### src/rtl/ee201_numlock_ctrl.sv
`default_nettype none
// ============================================================================
// ee201_numlock_ctrl : button conditioning, opening timer and failure lockout
// Rev 1.0
// ============================================================================
module ee201_numlock_ctrl #(
  parameter int unsigned OPEN_CYCLES    = 16,
  parameter int unsigned LOCKOUT_CYCLES = 32,
  parameter int unsigned MAX_FAILS      = 3
) (
  input  logic       Clk,
  input  logic       reset,
  input  logic       btn_u,
  input  logic       btn_z,
  input  logic       q_opening,
  input  logic       q_bad,
  output logic       u,
  output logic       z,
  output logic       timerout,
  output logic       locked_out,
  output logic [3:0] fail_count
);

  typedef enum logic [1:0] {
    ST_IDLE    = 2'd0,
    ST_LOCKOUT = 2'd1,
    ST_REARM   = 2'd2
  } state_t;

  localparam logic [7:0] c_open_max  = 8'(OPEN_CYCLES);
  localparam logic [7:0] c_open_last = 8'(OPEN_CYCLES - 1);
  localparam logic [7:0] c_lock_last = 8'(LOCKOUT_CYCLES - 1);
  localparam logic [3:0] c_max_fails = 4'(MAX_FAILS);

  state_t     r_state;
  state_t     w_next_state;
  logic [7:0] r_open_tmr;
  logic [7:0] r_lock_cnt;
  logic       r_q_bad_d;
  logic       r_q_open_d;
  logic       w_fail_edge;
  logic       w_succ_edge;
  logic       w_pass;
  logic [3:0] w_fail_inc;

  assign w_fail_edge = q_bad & ~r_q_bad_d;
  assign w_succ_edge = q_opening & ~r_q_open_d;
  assign w_fail_inc  = fail_count + 4'd1;
  assign w_pass      = (w_next_state == ST_IDLE);

  // Success outranks a coincident failure, so it never triggers lockout.
  always_comb begin
    w_next_state = r_state;
    case (r_state)
      ST_IDLE:
        if (!w_succ_edge && w_fail_edge && (w_fail_inc == c_max_fails))
          w_next_state = ST_LOCKOUT;
      ST_LOCKOUT:
        if (r_lock_cnt == c_lock_last) w_next_state = ST_REARM;
      ST_REARM:
        if (!btn_u && !btn_z) w_next_state = ST_IDLE;
      default:
        w_next_state = ST_IDLE;
    endcase
  end

  always_ff @(posedge Clk) begin
    if (reset) begin
      r_state    <= ST_IDLE;
      r_open_tmr <= 8'd0;
      r_lock_cnt <= 8'd0;
      r_q_bad_d  <= 1'b0;
      r_q_open_d <= 1'b0;
      u          <= 1'b0;
      z          <= 1'b0;
      timerout   <= 1'b0;
      locked_out <= 1'b0;
      fail_count <= 4'd0;
    end else begin
      r_state    <= w_next_state;
      r_q_bad_d  <= q_bad;
      r_q_open_d <= q_opening;
      u          <= btn_u & ~btn_z & w_pass;
      z          <= btn_z & ~btn_u & w_pass;

      // Opening timer saturates so a held q_opening yields a single pulse.
      timerout <= q_opening && (r_open_tmr == c_open_last);
      if (!q_opening)
        r_open_tmr <= 8'd0;
      else if (r_open_tmr != c_open_max)
        r_open_tmr <= r_open_tmr + 8'd1;

      case (r_state)
        ST_IDLE: begin
          if (w_succ_edge) begin
            fail_count <= 4'd0;
          end else if (w_fail_edge) begin
            fail_count <= w_fail_inc;
            if (w_fail_inc == c_max_fails) begin
              r_lock_cnt <= 8'd0;
              locked_out <= 1'b1;
            end
          end
        end
        ST_LOCKOUT: begin
          r_lock_cnt <= r_lock_cnt + 8'd1;
          if (r_lock_cnt == c_lock_last) fail_count <= 4'd0;
        end
        ST_REARM: begin
          if (!btn_u && !btn_z) locked_out <= 1'b0;
        end
        default: ;
      endcase
    end
  end

endmodule
`default_nettype wire
### config.mk
export PLATFORM = sky130hd
export DESIGN_NAME = ee201_numlock_ctrl
export DESIGN_NICKNAME = d
export VERILOG_FILES = /design/src/rtl/ee201_numlock_ctrl.sv
export SDC_FILE = /design/constraint.sdc
export NUM_CORES = 1
export LEC_CHECK = 0
export ABC_AREA = 1
export BUFFER_PORTS_ARGS = -buffer_cell sky130_fd_sc_hd__buf_2
export CAP_MARGIN = 20
export CORE_MARGIN = 8
export CORE_UTILIZATION = 56
export DETAILED_ROUTE_END_ITERATION = 8
export GPL_ROUTABILITY_DRIVEN = 0
export MAX_ROUTING_LAYER = met4
export PLACE_DENSITY = 0.76
export SETUP_SLACK_MARGIN = 0.15
export SLEW_MARGIN = 10
export SYNTH_ARGS = -nofsm -noshare
export SYNTH_HDL_FRONTEND = slang
export SYNTH_SLANG_ARGS = --single-unit
export TNS_END_PERCENT = 30
### constraint.sdc
create_clock -name Clk -period 1.66 [get_ports Clk]
set_clock_uncertainty 0.2 [all_clocks]
set_input_delay 0.083 -clock Clk [delete_from_list [all_inputs] [get_ports Clk]]
set_output_delay 0.083 -clock Clk [all_outputs]
set_load 0.05 [all_outputs]
==> out/results.tsv <==
stage	metric	value	unit
worst_setup_path	worst_setup_path_start_kind	register	
yosys	syn_inst	184	
yosys	syn_nets	195	
worst_setup_path	reg2reg_depth	9	
detailed_routing	dr.first_iter.drc_count	87	
power_and_ir_drop	powerDensity	641.7	nW/um2
cts	clkTransAtPathRegs	0.15	ns
placement	io_buffer_count	13	
power_and_ir_drop	leakage	0.0006904	uW
global_route	grt_max_degree	16	
worst_setup_path	cp.required	1.69	ns
timing	hold_viol	0	
floorplanning	core_area	2233	um2
global_route	globalRouteOverflowTotal	0	
cells_and_area	fillers	161	
yosys	avgSynthCellArea	7.283	um2
cells_and_area	layout_common_cells	inv_1 (27), nand2_1 (23), nand3_1 (20), dfxtp_1 (20), a21oi_1 (17)	
cts	clk_latency	0.32	ns
yosys	ys_types	25	
detailed_routing	first_pass_iters	4	
floorplanning	rows	17	
detailed_routing	vias	1302	
cts	cts_buffer_depth	2	
power_and_ir_drop	irDropWorstVdd	0.6119	mV
yosys	syn_area	1340	um2
detailed_routing	vias_per_cell	5.380	
cells_and_area	layout_commonest_cell	inv_1	
timing	clock.fmax	0.6497	GHz
cells_and_area	antennaDiodeCount	0	
yosys	synth_seq_area_share	41.83	%
timing	slew_violations	0	
cells_and_area	layout-drive-gt1-share	26.17	%
worst_setup_path	cp-end-kind	register	
worst_setup_path	cp_data_arrival_time	1.57	ns
timing	setup_violations	0	
detailed_routing	ant_nets	0	
timing	rsz0062_at_grt	yes	
floorplanning	initial_core_util	60.00	%
timing	tightestPinTransition	0.4724	ns
placement	hpwl	1937	um
floorplanning	die_h	64.92	um
detailed_routing	wl_per_cell	12.38	um
global_route	antenna_found_initial	0	
cts	cts_root_buf	clkbuf_4	
status	status	finished, final reports clean	
job	maxCapViolCount	0	
timing	setup_tns	0	ns
cts	cts_buffers	3	
worst_setup_path	crit_type	register to register	
cts	h-tree-depth	1	
detailed_routing	drc	0	
yosys	yosysTopAreaCellShare	41.83	%
worst_hold_path	hold_path_depth	2	
global_route	grt_first_pass_wirelength	5112	um
cts	cts_tree	yes	
detailed_routing	wirelength	2995	um
cells_and_area	area_growth	26.14	%
yosys	yosys_warnings	0	
global_route	first_global_vias	1264	
cts	cts_num_sinks	28	
worst_setup_path	crit_path_max_fanout	8	
cells_and_area	finish.utilization	75.69	%
timing	relSlewSlack	68.41	%
yosys	ys_ff_latch	28	
yosys	synth_top_area_cell	dfxtp_1	
worst_hold_path	hp-class	register to register	
floorplanning	die_w	64.92	um
timing	fin_crit	1.539	ns
yosys	synth.area.top_cells	dfxtp_1 (42%), nand2_1 (9.0%), inv_1 (8.1%), nand3_1 (7.5%), a21oi_1 (6.3%)	
power_and_ir_drop	power	1085	uW
global_route	track_usage	14.85	%
cells_and_area	final_nets	226	
timing	period_share	92.72	%
floorplanning	dieArea	4214	um2
floorplanning	io_pins	14	
## per-stage QoR
| step | std cells | hold slack (ns) | cell area (um2) | worst slack [ns] |
|---|---|---|---|---|
| 2_1_floorplan | 184 | -0.01003 | 1363 | 0.1461 |
| 3_3_place_gp | 224 | 0.1199 | 1463 | 0.1543 |
| 3_5_place_dp | 224 | 0.1262 | 1463 | 0.09216 |
| 4_1_cts | 237 | 0.2840 | 1598 | 0.1448 |
| 5_1_grt | 242 | 0.2997 | 1690 | 0.06755 |
| 6_report | 242 | 0.2774 | 1690 | 0.1209 |
## worst paths after layout
check | from | end | slack (ns)
setup / recovery | fail_count[0] | r_lock_cnt[0] | 0.12
hold / removal | r_open_tmr[4] | r_open_tmr[4] | 0.28
setup reg to reg | fail_count[0] | r_lock_cnt[0] | 0.12
hold reg to reg | r_open_tmr[4] | r_open_tmr[4] | 0.28
## cell usage after synthesis
cell type and n:
o21ai_0 2, inv_1 29, nand2_1 32, nand3_1 20, ha_1 5, a31o_2 1
nand2b_1 1, a211oi_1 1, or2_1 2, nand3_2 1, nor2_4 2, nor3_1 4
or2_2 2, o21ai_1 4, a21oi_1 17, nor2_1 17, nand4_1 5, xor2_1 3
or2_0 1, dfxtp_1 28, inv_2 1, nand2_2 1, clkbuf_1 2, xnor2_1 2
nor3_2 1
## area by class of cell
cell class	count	area, um2	share of cell area, %
well taps	28	35.03	2.073
clock buffers	3	22.52	1.332
clock inverters	1	3.754	0.2221
inverters	30	112.6	6.662
flip-flops and latches	28	575.6	34.05
repair buffers	28	200.2	11.84
multi-input cells	124	740.7	43.82
## state kept, by name, summed over array words and instances (netlist names)
register and count:
fail_count 4, locked_out 1, r_lock_cnt 8, r_open_tmr 8
r_q_bad_d 1, r_q_open_d 1, r_state 2, timerout 1
u 1, z 1
## timing repair
item,4_1_cts,5_1_grt
endpoints found under the hold margin,21,0
gates resized for setup,7,18
buffers inserted,0,5
pin swaps,1,7
cloned,0,0
hold buffers,9,0
setup endpoints to repair,12,17
## critical path: stages, from the launching register on
cell	delay [ns]
dfxtp_4	0.39
inv_2	0.07
ha_2	0.17
nand2_2	0.07
nor2_4	0.12
nand2_2	0.06
nand2_2	0.08
nand2_4	0.09
o21ai_2	0.15
inv_1	0.06
## cells by family after synthesis
| logic type | count (synthesis) | synth area share, % |
|---|---|---|
| adder cells (fa/ha/maj) | 5 | 4.669 |
| XOR/XNOR | 5 | 3.269 |
| AND/OR/NAND/NOR | 89 | 31.47 |
| AO/OA/AOI/OAI | 25 | 9.804 |
| flip-flops | 28 | 41.83 |
| buffers and inverters | 32 | 8.963 |
## report_power, final
group / switching (uW) / total (uW) / internal, uW
Combinational: 66.2 / 110 / 43.5
Clock: 196 / 285 / 88.1
Sequential: 9.18 / 690 / 681
## layer usage
layer / share of wire, % / GRT usage, % / wire length (um) / vias to the layer above
met5: 0 / - / 0 / -
met4: 0.57 / 5.722 / 17 / 0
met3: 5.4 / 2.405 / 163 / 2
met2: 51 / 26.71 / 1531 / 32
met1: 43 / 15.89 / 1283 / 617
li1: - / - / - / 651
Note: power is estimated with default switching activity, not from simulation.
